`config.mk`:
```
export PLATFORM = sky130hd
export DESIGN_NAME = or_stim_gen_flat
export DESIGN_NICKNAME = d
export VERILOG_FILES = /design/src/rtl/or_stim_pkg.sv /design/src/rtl/or_stim_gen_if.sv /design/src/rtl/or_stim_chan.sv /design/src/rtl/or_stim_gen.sv /design/src/flat_wrapper.sv
export SDC_FILE = /design/constraint.sdc
export NUM_CORES = 1
export LEC_CHECK = 0
export ABC_AREA = 1
export BUFFER_PORTS_ARGS = -buffer_cell sky130_fd_sc_hd__buf_2
export CORE_MARGIN = 10
export CORE_UTILIZATION = 42
export DETAILED_ROUTE_END_ITERATION = 7
export HOLD_SLACK_MARGIN = 0.02
export PLACE_DENSITY_LB_ADDON = 0.15
export REMOVE_ABC_BUFFERS = 1
export SKIP_CTS_REPAIR_TIMING = 1
export SLEW_MARGIN = 20
export SYNTH_ARGS = -nofsm -noshare
export SYNTH_HDL_FRONTEND = slang
export SYNTH_SLANG_ARGS = --single-unit
export TNS_END_PERCENT = 10
```
`constraint.sdc`:
```
create_clock -name clk -period 2.25 [get_ports clk]
set_input_delay 0 -clock clk [delete_from_list [all_inputs] [get_ports clk]]
set_output_delay 0 -clock clk [all_outputs]
set_load 0.02 [all_outputs]
```
`src/rtl/or_stim_pkg.sv`:
```
// Shared constants for the four-channel square-wave stimulus generator.
package or_stim_pkg;

    // Default counter / half-period register width.
    localparam int unsigned CNT_W_DEF = 8;

    // Number of generated channels.
    localparam int unsigned N_CH = 4;

    // Channel select encoding carried on half_sel.
    typedef enum logic [1:0] {
        CH_A = 2'd0,
        CH_B = 2'd1,
        CH_C = 2'd2,
        CH_D = 2'd3
    } chan_e;

    // Default half-periods in clk cycles, restored on reset.
    localparam int unsigned HALF_A_DEF = 100;
    localparam int unsigned HALF_B_DEF = 70;
    localparam int unsigned HALF_C_DEF = 50;
    localparam int unsigned HALF_D_DEF = 20;

endpackage

```
`src/rtl/or_stim_gen_if.sv`:
```
// Control and waveform bus of or_stim_gen; the master drives controls and
// observes the four channel waveforms plus the all-zero sync pulse.
interface or_stim_gen_if
    import or_stim_pkg::*;
#(
    parameter int unsigned CNT_W = CNT_W_DEF
);

    logic             en;
    logic             clr;
    logic             load;
    logic [1:0]       half_sel;
    logic [CNT_W-1:0] half_val;
    logic             a;
    logic             b;
    logic             c;
    logic             d;
    logic             sync;

    modport master (
        output en, clr, load, half_sel, half_val,
        input  a, b, c, d, sync
    );

    modport slave (
        input  en, clr, load, half_sel, half_val,
        output a, b, c, d, sync
    );

endinterface

```
`src/rtl/or_stim_chan.sv`:
```
// One square-wave channel: half-period register, cycle counter and the
// toggling output. Priority is rst > clr > load > count.
module or_stim_chan
    import or_stim_pkg::*;
#(
    parameter int unsigned CNT_W    = CNT_W_DEF,
    parameter int unsigned HALF_RST = HALF_A_DEF
) (
    input  logic             clk,
    input  logic             rst,
    input  logic             clr_i,
    input  logic             en_i,
    input  logic             load_i,
    input  logic [CNT_W-1:0] half_val_i,
    output logic             wave_o,
    output logic             wave_d_o
);

    localparam logic [CNT_W-1:0] ONE = CNT_W'(1);

    logic [CNT_W-1:0] cnt_q;
    logic [CNT_W-1:0] cnt_d;
    logic [CNT_W-1:0] half_q;
    logic [CNT_W-1:0] half_d;
    logic [CNT_W-1:0] eff_half;
    logic             wave_q;
    logic             wave_d;

    // Next-state: clr clears counter/output, load restarts the period,
    // otherwise count and toggle at terminal count.
    always_comb begin
        eff_half = (half_q == '0) ? ONE : half_q;
        cnt_d    = cnt_q;
        half_d   = half_q;
        wave_d   = wave_q;
        if (clr_i) begin
            cnt_d  = '0;
            wave_d = 1'b0;
        end else if (load_i) begin
            // A load restarts the period without toggling, so a shrunk
            // half-period can never leave the counter past its terminal.
            half_d = half_val_i;
            cnt_d  = '0;
        end else if (en_i) begin
            if (cnt_q == eff_half - ONE) begin
                cnt_d  = '0;
                wave_d = ~wave_q;
            end else begin
                cnt_d = cnt_q + ONE;
            end
        end
    end

    // State registers with synchronous reset to the default half-period.
    always_ff @(posedge clk) begin
        if (rst) begin
            cnt_q  <= '0;
            half_q <= CNT_W'(HALF_RST);
            wave_q <= 1'b0;
        end else begin
            cnt_q  <= cnt_d;
            half_q <= half_d;
            wave_q <= wave_d;
        end
    end

    assign wave_o   = wave_q;
    assign wave_d_o = wave_d;

endmodule

```
`src/rtl/or_stim_gen.sv`:
```
// Four-channel programmable square-wave generator feeding the a/b/c/d
// inputs of the OR-gate stage, with a pulse when all channels return to 0.
module or_stim_gen
    import or_stim_pkg::*;
#(
    parameter int unsigned CNT_W  = CNT_W_DEF,
    parameter int unsigned HALF_A = HALF_A_DEF,
    parameter int unsigned HALF_B = HALF_B_DEF,
    parameter int unsigned HALF_C = HALF_C_DEF,
    parameter int unsigned HALF_D = HALF_D_DEF
) (
    input  logic         clk,
    input  logic         rst,
    or_stim_gen_if.slave bus
);

    logic [N_CH-1:0] load_ch;
    logic [N_CH-1:0] wave;
    logic [N_CH-1:0] wave_nxt;
    logic            sync_q;
    logic            sync_d;

    // Route the load strobe only to the channel picked by half_sel.
    always_comb begin
        load_ch = '0;
        for (int unsigned i = 0; i < N_CH; i++) begin
            load_ch[i] = bus.load && (bus.half_sel == 2'(i));
        end
    end

    or_stim_chan #(
        .CNT_W    (CNT_W),
        .HALF_RST (HALF_A)
    ) u_chan_a (
        .clk        (clk),
        .rst        (rst),
        .clr_i      (bus.clr),
        .en_i       (bus.en),
        .load_i     (load_ch[CH_A]),
        .half_val_i (bus.half_val),
        .wave_o     (wave[CH_A]),
        .wave_d_o   (wave_nxt[CH_A])
    );

    or_stim_chan #(
        .CNT_W    (CNT_W),
        .HALF_RST (HALF_B)
    ) u_chan_b (
        .clk        (clk),
        .rst        (rst),
        .clr_i      (bus.clr),
        .en_i       (bus.en),
        .load_i     (load_ch[CH_B]),
        .half_val_i (bus.half_val),
        .wave_o     (wave[CH_B]),
        .wave_d_o   (wave_nxt[CH_B])
    );

    or_stim_chan #(
        .CNT_W    (CNT_W),
        .HALF_RST (HALF_C)
    ) u_chan_c (
        .clk        (clk),
        .rst        (rst),
        .clr_i      (bus.clr),
        .en_i       (bus.en),
        .load_i     (load_ch[CH_C]),
        .half_val_i (bus.half_val),
        .wave_o     (wave[CH_C]),
        .wave_d_o   (wave_nxt[CH_C])
    );

    or_stim_chan #(
        .CNT_W    (CNT_W),
        .HALF_RST (HALF_D)
    ) u_chan_d (
        .clk        (clk),
        .rst        (rst),
        .clr_i      (bus.clr),
        .en_i       (bus.en),
        .load_i     (load_ch[CH_D]),
        .half_val_i (bus.half_val),
        .wave_o     (wave[CH_D]),
        .wave_d_o   (wave_nxt[CH_D])
    );

    // Sync fires on the edge where the waveforms fall to all-zero through
    // normal counting; a clr forcing zero is deliberately excluded.
    always_comb begin
        sync_d = !bus.clr && bus.en && (wave != '0) && (wave_nxt == '0);
    end

    // Register sync alongside the channel outputs.
    always_ff @(posedge clk) begin
        if (rst) begin
            sync_q <= 1'b0;
        end else begin
            sync_q <= sync_d;
        end
    end

    assign bus.a    = wave[CH_A];
    assign bus.b    = wave[CH_B];
    assign bus.c    = wave[CH_C];
    assign bus.d    = wave[CH_D];
    assign bus.sync = sync_q;

endmodule

```
`src/flat_wrapper.sv`:
```
// flat-port wrapper written by rule: the top's interface ports become plain ports
module or_stim_gen_flat import or_stim_pkg::*;
#(
    parameter int unsigned CNT_W  = CNT_W_DEF,
    parameter int unsigned HALF_A = HALF_A_DEF,
    parameter int unsigned HALF_B = HALF_B_DEF,
    parameter int unsigned HALF_C = HALF_C_DEF,
    parameter int unsigned HALF_D = HALF_D_DEF
)
  (clk, rst, bus_en, bus_clr, bus_load, bus_half_sel, bus_half_val, bus_a, bus_b, bus_c, bus_d, bus_sync);
  or_stim_gen_if #(.CNT_W(CNT_W)) bus_i ();
  input  logic clk;
  input  logic rst;
  input wire logic [$bits(bus_i.en)-1:0] bus_en;
  input wire logic [$bits(bus_i.clr)-1:0] bus_clr;
  input wire logic [$bits(bus_i.load)-1:0] bus_load;
  input wire logic [$bits(bus_i.half_sel)-1:0] bus_half_sel;
  input wire logic [$bits(bus_i.half_val)-1:0] bus_half_val;
  output wire logic [$bits(bus_i.a)-1:0] bus_a;
  output wire logic [$bits(bus_i.b)-1:0] bus_b;
  output wire logic [$bits(bus_i.c)-1:0] bus_c;
  output wire logic [$bits(bus_i.d)-1:0] bus_d;
  output wire logic [$bits(bus_i.sync)-1:0] bus_sync;
  assign bus_i.en = bus_en;
  assign bus_i.clr = bus_clr;
  assign bus_i.load = bus_load;
  assign bus_i.half_sel = bus_half_sel;
  assign bus_i.half_val = bus_half_val;
  assign bus_a = bus_i.a;
  assign bus_b = bus_i.b;
  assign bus_c = bus_i.c;
  assign bus_d = bus_i.d;
  assign bus_sync = bus_i.sync;
  or_stim_gen #(.CNT_W(CNT_W), .HALF_A(HALF_A), .HALF_B(HALF_B), .HALF_C(HALF_C), .HALF_D(HALF_D)) u_core (.clk(clk), .rst(rst), .bus(bus_i));
endmodule
```
==> results.ini, run 1 <==
[cts]
cts_buffers = 9
cts_max_path_buffers = 2
tritoncts = yes
path_clk_slew_ns = 0.07
clkSinkCount = 69
clock_latency_ns = 0.35
h-tree-depth = 3
ctsRootBufferMaster = clkbuf_8

[floorplanning]
die_w_microns = 120
core_area_sq_um = 9730
start_util_pct = 42.9
num_io_pins = 20
std_cell_rows = 36
dieArea_sq_um = 14300
die_h_microns = 120

[timing]
final.period_utilization_pct = 99.0
fin_ws_ns = 0.0232
slew_headroom_pct = 70.5
rsz0062_at_grt = true
finalSetupViolations = 0
clock_skew_ns = 0.00962
tightest_slew_ns = 0.440
drv_slew = 0
fmax_mhz = 449
hold_viol = 0
post-route-min-period_ns = 2.23

[worst_setup_path]
path_class = reg -> reg
worstPathArrival_ns = 2.47
crit_required_ns = 2.50
crit_fanout = 4
start_kind = register
end_kind = register

[global_route]
grt_pass1_wl_microns = 17500
use_met3_pct = 2.48
track_usage_pct = 14.8
grt-busiest-layer = met2
grt_start_max_net_pins = 25
use_met2_pct = 24.1
grt_antenna_before_repair = 1
use_met1_pct = 18.5
grt_overflow_total = 0
grt_pass1_vias = 3781

[cells_and_area]
final_area_sq_um = 5190
mostFrequentLayoutCell = nand2_1
layout_common_cells = nand2_1, inv_1, nor2_1, dfxtp_1, buf_4
final_nets = 720
finish.utilization_pct = 53.4
drive_gt1_share_pct = 24.1
syn2layout_area_growth_pct = 24.4
fill_cells = 1004

[synthesis]
synth_area_leaders = dfxtp_1, nand2_1, inv_1
synth_edf_count = 0
syn_area_sq_um = 4180
ys.flop_type = dfxtp_1
async_reset_ff_share_pct = 0
synth_seq_cells = 69
ys_types = 41
yosysTopAreaCell = dfxtp_1
netlist_instances = 619
seq_area_frac_synth_pct = 33.1
ys_warn_count = 0
synth_top_area_share_pct = 33.1
syn_area_per_cell_sq_um = 6.75

[pwr]
power_density_nw_per_um2 = 472
p_leak_nw = 2.40
clkPwrFrac_pct = 34.8
switching_share_pct = 27.4
p_comb_share_pct = 13.6
switchingPower_w = 0.000672
max-vdd-ir-drop_mv = 0.290
p_int_w = 0.00178
pwr-share-seq_pct = 51.7

[min_path]
min_path_type = in -> reg

[detailed_routing]
drt-total-wl_microns = 10900
drc_errors = 0
postRouteAntennaNets = 0
vias_per_cell = 4.82
drt_iter0_markers = 160
vias = 4038
avgRoutedWirePerCell_microns = 13.0
dr.pass1.iters = 5

[outcome]
status = finished clean

[placed_design]
dp_slack_ns = -0.0366
placed_cell_area_sq_um = 4690
hpwl_microns = 8170
place_congestion = 0.872
port-buffer-count = 19

[run]
max-cap-violations = 0

[registers in the layout, indices dropped and copies added (netlist names), 8 cells and up]
signal                  flops
u_core.u_chan_c.cnt_q       8
u_core.u_chan_c.half_q      8
u_core.u_chan_a.half_q      8
u_core.u_chan_d.cnt_q       8
u_core.u_chan_a.cnt_q       8
u_core.u_chan_b.cnt_q       8
u_core.u_chan_d.half_q      8
u_core.u_chan_b.half_q      8
[synthesized netlist by cell type (6+ instances only)]
master,instances
nand2_1,143
inv_1,81
nor2_1,77
dfxtp_1,69
nand3_1,52
xor2_1,29
o21ai_0,25
a21oi_1,21
nand4_1,15
xnor2_1,15
nor2_2,10
nor3_1,10
ha_1,8
nand3b_1,8
o211ai_1,6
[power by group through the flow]
stage          logic, W  registers (W)  clock network, W
5_1_grt        0.000371        0.00127          0.000920
3_3_place_gp   0.000284        0.00129                 0
6_report       0.000333        0.00127          0.000853
2_1_floorplan  0.000169        0.00129                 0
4_1_cts        0.000291        0.00127          0.000875
3_5_place_dp   0.000289        0.00129                 0
[worst max-delay path: stages (launching register included)]
cell	delay (ns)
dfxtp_2	0.33
nor3_2	0.19
nand3_2	0.13
nand2_4	0.12
inv_4	0.05
ha_4	0.25
xor2_1	0.15
nand4_1	0.12
nor2_2	0.14
nand3_2	0.09
nor2_4	0.20
nand3_2	0.09
nand2_2	0.08
nand3_2	0.07
nand2_2	0.07
nor2_1	0.03
[per-layer routing]
layer  vias to the layer above  routed length (microns)
met1                      1856                     5220
met3                        17                      259
li1                       2126                        -
met4                         0                      229
met5                         -                        0
met2                        39                     5190
[layout make-up]
cell class,instances,area [sq um],share of cell area (%)
clock inverter,2,10.0,0.193
antenna,2,5.00,0.0963
tap,133,166,3.20
clock buffer,14,143,2.75
sequential,69,1390,26.8
timing repair buffer,75,542,10.4
multi-input combinational,454,2600,50.1
inverter,88,335,6.45
[cell families after synthesis]
logic type                 share of synthesized area, %
and+or+nand+nor                                    37.6
buffers and inverters                              8.72
DFF                                                33.1
AOI/OAI and AO/OA                                  8.96
xor gates and xnor gates                           9.23
adders and majority gates                          2.40
[stage by stage]
| step | hold slack [ns] | instances | total power, W | TNS [ns] |
|---|---|---|---|---|
| after floorplan | 0.0720 | 611 | 0.00146 | 0 |
| after global placement | 0.256 | 801 | 0.00158 | -0.161 |
| after detailed placement | 0.255 | 801 | 0.00158 | -0.146 |
| after CTS | -0.113 | 817 | 0.00243 | -0.344 |
| after global routing | 0.115 | 837 | 0.00256 | -1.87 |
| final | 0.0803 | 837 | 0.00245 | 0 |
[final timing paths]
path         slack, ns                                endpoint                              startpoint  cells past startpoint
max reg2reg       0.02              u_core.bus.sync$_SDFF_PP0_  u_core.u_chan_a.half_q[7]$_SDFFE_PP0P_                     15
max               0.02              u_core.bus.sync$_SDFF_PP0_  u_core.u_chan_a.half_q[7]$_SDFFE_PP0P_                     15
min               0.08   u_core.u_chan_d.cnt_q[1]$_SDFFE_PP0P_                                 bus_clr                      4
min reg2reg       0.51  u_core.u_chan_d.half_q[6]$_SDFFE_PP0P_  u_core.u_chan_d.half_q[6]$_SDFFE_PP0P_                      2
No activity file was read; power rests on OpenSTA's default activity.
==> run 2: changes to the inputs <==
--- a/config.mk
+++ b/config.mk
@@ -5,7 +5,6 @@
 export SDC_FILE = /design/constraint.sdc
 export NUM_CORES = 1
 export LEC_CHECK = 0
-export ABC_AREA = 1
 export BUFFER_PORTS_ARGS = -buffer_cell sky130_fd_sc_hd__buf_2
 export CORE_MARGIN = 10
 export CORE_UTILIZATION = 42
==> run 2 against run 1 <==
Compared with the run above: the run now ends with negative setup slack left; die area decreased by 5.4%; flip-flop and latch count unchanged; utilization grew 1.6 points; critical path depth fell by 6; sequential share of layout area increased by 0.77 points; final cell count down 21%; via count fell by 12%; non-clock buffer count is 18 higher; first-iteration DRC count down 3.8%; total power is 15% higher; largest cell class unchanged; highest routed layer unchanged.
==> results.ini, run 2 <==
[outcome]
status = finished, violations left
violations = negative setup slack

[floorplanning]
die_w_microns = 116
dieArea_sq_um = 13600
start_util_pct = 42.7
std_cell_rows = 35
core_area_sq_um = 9150
die_h_microns = 116
num_io_pins = 20

[pwr]
power_density_nw_per_um2 = 560
max-vdd-ir-drop_mv = 0.277
p_leak_nw = 1.93
p_total_w = 0.00282

[timing]
rsz0062_at_grt = true
drv_slew = 0
finalHoldWorstSlack_ns = 0.112
fin_ws_ns = -0.543
slew_headroom_pct = 63.3
tns_ns = -5.85
fmax_mhz = 358
clock_skew_ns = 0.0100
finalSetupViolations = 21
final.period_utilization_pct = 124
post-route-min-period_ns = 2.79
tightest_slew_ns = 0.548
hold_viol = 0

[placed_design]
place_congestion = 0.824
hpwl_microns = 7470
dp_slack_ns = -0.614
port-buffer-count = 19

[synthesis]
synth_compound_area_share_pct = 15.0
ys_types = 66
yosysMostFrequentCell = dfxtp_1
syn_area_sq_um = 3900
synthSimpleGateAreaFrac_pct = 26.4
ys.flop_type = dfxtp_1
syn_area_per_cell_sq_um = 8.45
ys_top_cells_by_count = dfxtp_1, nor2_1, nand2_1
synth_top_family_by_area = simple AND/OR/NAND/NOR gates
synth_area_leaders = dfxtp_1, xor2_1, nor2_1
synth_top_area_share_pct = 35.4
synthAdderAreaFrac_pct = 2.56
synth_edf_count = 0
synth_seq_cells = 69
seq_area_frac_synth_pct = 35.4
ys_warn_count = 0
async_reset_ff_share_pct = 0
netlist_instances = 462
yosysTopAreaCell = dfxtp_1
synthXorXnorAreaFrac_pct = 12.6
synthMuxAreaShare_pct = 4.36

[min_path]
min_path_type = in -> reg
hp-start = bus_half_sel[1]
holdPathEnd = u_core.u_chan_a.cnt_q[1]$_SDFFE_PP0P_
hold_depth = 4

[detailed_routing]
avgRoutedWirePerCell_microns = 16.1
drc_errors = 0
postRouteAntennaNets = 0
drt-total-wl_microns = 10600
dr.pass1.iters = 4
vias_per_cell = 5.41
vias = 3565
drt_iter0_markers = 154

[global_route]
track_usage_pct = 15.7
grt_antenna_before_repair = 0
grt_overflow_total = 0
grt_start_max_net_pins = 34
grt_pass1_wl_microns = 17000
grt_pass1_vias = 3464

[cells_and_area]
seqCellArea_sq_um = 1390
layout_common_cells = buf_4, dfxtp_1, nor2_1, nand2_1, xor2_1
fill_cells = 848
syn2layout_area_growth_pct = 29.0
final_nets = 567
drive_gt1_share_pct = 26.3
insertedDiodeCount = 0
finish.utilization_pct = 55.0
multi_input_area_sq_um = 2530

[cts]
clock_latency_ns = 0.36
ctsRootBufferMaster = clkbuf_8
path_clk_slew_ns = 0.08
cts_max_path_buffers = 2
tritoncts = yes
cts_buffers = 9
h-tree-depth = 3
clkSinkCount = 69

[worst_setup_path]
timing.rr.end = u_core.bus.sync$_SDFF_PP0_
start_kind = register
r2r-start = u_core.u_chan_a.half_q[4]$_SDFFE_PP0P_
end_kind = register
path_class = reg -> reg
crit_fanout = 2
r2r_slack_ns = -0.54
critPathLaunch = u_core.u_chan_a.half_q[4]$_SDFFE_PP0P_
crit_required_ns = 2.54
worstPathArrival_ns = 3.09
reg2regPathDepth = 9

[run]
max-cap-violations = 0

-- run 2: layout make-up --
type | count | share of cell area (%)
clock buffer | 11 | 3.01
clock inverter | 4 | 1.89
inverter | 14 | 1.04
multi-input combinational | 357 | 50.3
sequential | 69 | 27.6
tap | 111 | 2.76
timing repair buffer | 93 | 13.4
-- run 2: worst max path at each step --
stage	endpoint	slack, ns	cells past startpoint
finish	u_core.bus.sync$_SDFF_PP0_	-0.54	9
global route	u_core.bus.sync$_SDFF_PP0_	-0.65	10
CTS	u_core.bus.sync$_SDFF_PP0_	-0.66	10
detailed placement	u_core.bus.sync$_SDFF_PP0_	-0.61	10
global placement	u_core.bus.sync$_SDFF_PP0_	-0.55	10
floorplan	u_core.bus.sync$_SDFF_PP0_	-0.62	10
-- run 2: metal layers --
layer	global-route usage [%]	up-vias	wire length [microns]
met3	3.03	14	317
met2	25.2	47	4920
li1	-	1804	-
met4	5.59	0	168
met1	20.6	1700	5180
met5	0	-	0
-- run 2: critical path, cell delays in order, from the launching register on --
cell      delay, ns
dfxtp_2        0.32
or4_4          0.53
o41a_1         0.42
ha_2           0.34
xor2_1         0.13
o21ai_0        0.13
a211oi_2       0.30
nand4_1        0.15
mux2i_1        0.22
o2111a_1       0.19
-- run 2: report_power, final --
part	internal, W	switching [W]	leakage [nW]	total (W)
logic	0.000127	0.000152	1.24	0.000279
registers	0.00124	0.0000181	0.559	0.00126
clock network	0.000790	0.000495	0.125	0.00128
total	0.00216	0.000665	1.93	0.00282
-- run 2: cells by family after synthesis --
kind of cell    after synthesis
simple gates                198
compound gates               78
flops                        69
xor+xnor                     56
buf+inv                      36
mux                          17
fa+ha+maj                     8
-- run 2: per-stage QoR --
stage	cell area, sq um	std cells
after floorplan	3810	440
after global placement	4520	633
after detailed placement	4520	633
after CTS	4770	648
after global routing	5040	659
final	5040	659
==> run 3: changes to the inputs <==
--- a/config.mk
+++ b/config.mk
@@ -16,5 +16,6 @@
 export SLEW_MARGIN = 20
 export SYNTH_ARGS = -nofsm -noshare
 export SYNTH_HDL_FRONTEND = slang
+export SYNTH_HIERARCHICAL = 1
 export SYNTH_SLANG_ARGS = --single-unit
 export TNS_END_PERCENT = 10
==> run 3 against run 2 <==
Compared with the run above: the flow still finishes with violations (negative setup slack); synthesized cell count increased by 5.2%; area after synthesis is 3.4% higher; total power down 7.4%; sequential share of layout area is 2.5 points lower; final area grew 9.9%; non-clock buffer count grew 36; first-iteration DRC count grew 23%; largest power group is now registers; critical path type unchanged; combinational power increased by 8.2%; worst setup slack got worse by 0.59 ns; utilization increased by 4.6 points; maximum frequency down 17%.
==> results.ini, run 3 <==
[floorplanning]
num_io_pins = 20
std_cell_rows = 35
die_h_microns = 118
die_w_microns = 118
dieArea_sq_um = 13900
core_area_sq_um = 9280
start_util_pct = 43.5

[synthesis]
syn_area_per_cell_sq_um = 8.31
synth_area_leaders = dfxtp_1, xor2_1, nand2_1
ys_warn_count = 6
netlist_instances = 486
ys_top_cells_by_count = nand2_1, dfxtp_1, a21oi_1
synth_top_area_share_pct = 34.2
synth_seq_cells = 69
yosysTopAreaCell = dfxtp_1
ys.flop_type = dfxtp_1
syn_area_sq_um = 4040
async_reset_ff_share_pct = 0
seq_area_frac_synth_pct = 34.2
synth_edf_count = 0
yosysMostFrequentCell = nand2_1
ys_types = 40

[outcome]
status = finished, violations left
violations = negative setup slack

[timing]
drv_slew = 0
fin_ws_ns = -1.13
final.period_utilization_pct = 150
fmax_mhz = 296
post-route-min-period_ns = 3.38
rsz0062_at_grt = true
slew_headroom_pct = 49.4
clock_skew_ns = 0.0121
tightest_slew_ns = 0.760
finalSetupViolations = 37
hold_viol = 0

[worst_setup_path]
crit_buf_inv = 0
path_class = reg -> reg
reg2regPathDepth = 11
cpPeakStageDelay_ns = 0.49
r2r_slack_ns = -1.13
critPathTopFamily = simple AND/OR/NAND/NOR gates
start_kind = register
r2r-start = u_core/u_chan_d/half_q[5]$_SDFFE_PP0P_
path_depth = 11
crit_required_ns = 2.51
timing.rr.end = u_core/bus.sync$_SDFF_PP0_
worstPathArrival_ns = 3.64
path_cells = nor4_4 > a21oi_2 > ha_2 > o21ba_4 > a221oi_2 > o221ai_1 > a311o_1 > nor4b_4 > mux2_4 > or4b_1 > nor3_1
end_kind = register
crit_path_top_delay_cell = or4b_1
crit_fanout = 3
critPathLaunch = u_core/u_chan_d/half_q[5]$_SDFFE_PP0P_

[detailed_routing]
dr.pass1.iters = 4
vias = 3898
avgRoutedWirePerCell_microns = 14.7
drt-total-wl_microns = 10800
postRouteAntennaNets = 0
vias_per_cell = 5.28
drt_iter0_markers = 189
drc_errors = 0

[cells_and_area]
insertedDiodeCount = 0
syn2layout_area_growth_pct = 37.1
finish.utilization_pct = 59.6
seqCellArea_sq_um = 1390
drive_gt1_share_pct = 31.4
fill_cells = 861
mostFrequentLayoutCell = buf_4
fin_cells = 738
layout_common_cells = buf_4, nand2_1, dfxtp_1, a21oi_1, xor2_1
final_area_sq_um = 5530
final_nets = 627
multi_input_area_sq_um = 2810

[placed_design]
placed_cell_area_sq_um = 4920
place_congestion = 0.821
hpwl_microns = 7690
port-buffer-count = 19
dp_slack_ns = -1.30
placed_cells = 707

[global_route]
track_usage_pct = 14.7
grt_pass1_vias = 3728
grt_overflow_total = 0
grt_antenna_before_repair = 0
grt_pass1_wl_microns = 17700
grt_start_max_net_pins = 46

[cts]
ctsRootBufferMaster = clkbuf_8
clkSinkCount = 69
h-tree-depth = 3
cts_buffers = 9
tritoncts = yes
cts_max_path_buffers = 2
path_clk_slew_ns = 0.08
clock_latency_ns = 0.34

[min_path]
min_path_type = in -> reg
holdPathEnd = u_core/u_chan_c/cnt_q[3]$_SDFFE_PP0P_
hp-start = bus_en
hold_depth = 3

[pwr]
p_leak_nw = 2.19
max-vdd-ir-drop_mv = 0.333
p_total_w = 0.00261
power_density_nw_per_um2 = 472

[run]
max-cap-violations = 0

run 3: cell count changes after synthesis, moves of 9 or more:
cell / before / now
nor2_1: 61 / 23
nand2_1: 42 / 73
a21oi_1: 20 / 45
a211oi_1: 6 / 20
mux2i_1: 17 / 4
nand2b_1: 3 / 16
nor2b_1: 6 / 16
inv_1: 13 / 4
xnor2_1: 21 / 12
run 3: worst max-delay path by stage:
stage | to | slack [ns]
floorplan | u_core/bus.sync$_SDFF_PP0_ | -1.23
global placement | u_core/bus.sync$_SDFF_PP0_ | -1.25
detailed placement | u_core/bus.sync$_SDFF_PP0_ | -1.30
CTS | u_core/bus.sync$_SDFF_PP0_ | -1.33
global route | u_core/bus.sync$_SDFF_PP0_ | -1.22
finish | u_core/bus.sync$_SDFF_PP0_ | -1.13
run 3: power by group:
| part | total [W] | switching (W) | internal (W) |
|---|---|---|---|
| Sequential | 0.00126 | 0.0000176 | 0.00124 |
| Clock | 0.00105 | 0.000478 | 0.000575 |
| Combinational | 0.000302 | 0.000165 | 0.000137 |
run 3: logic make-up (layout without fill, tap and decap cells):
kind of cell | count (synthesis) | count (layout) | share of synthesized area [%]
simple gates | 220 | 220 | 31.2
flops | 69 | 69 | 34.2
buf+inv | 26 | 149 | 2.42
fa+ha+maj | 8 | 8 | 2.48
mux | 8 | 8 | 2.11
xor+xnor | 48 | 48 | 10.4
compound gates | 107 | 107 | 17.2
run 3: layout make-up:
type | count | share of cell area (%)
Timing Repair Buffer | 129 | 17.3
Sequential cell | 69 | 25.1
Tap cell | 129 | 2.92
Inverter | 4 | 0.271
Multi-Input combinational cell | 391 | 50.7
Clock inverter | 3 | 0.791
Clock buffer | 13 | 2.87
run 3: metal layers:
layer,vias up,GRT usage [%],part of all wire [%]
li1,1987,-,-
met1,1841,19.2,47
met2,61,24.3,49
met3,9,2.49,3.3
met4,0,4.25,0.91
met5,-,0,0
run 3: metrics by stage:
| step | hold WS (ns) | TNS, ns |
|---|---|---|
| finish | 0.206 | -12.22 |
| global route | 0.212 | -16.58 |
| CTS | -0.0541 | -19.79 |
| detailed placement | 0.307 | -19.06 |
| global placement | 0.303 | -16.03 |
| floorplan | 0.0691 | -11.79 |
run 3: worst min-delay path, stage by stage:
cell      delay (ns)
buf_2           0.22
buf_4           0.21
a211oi_1        0.08
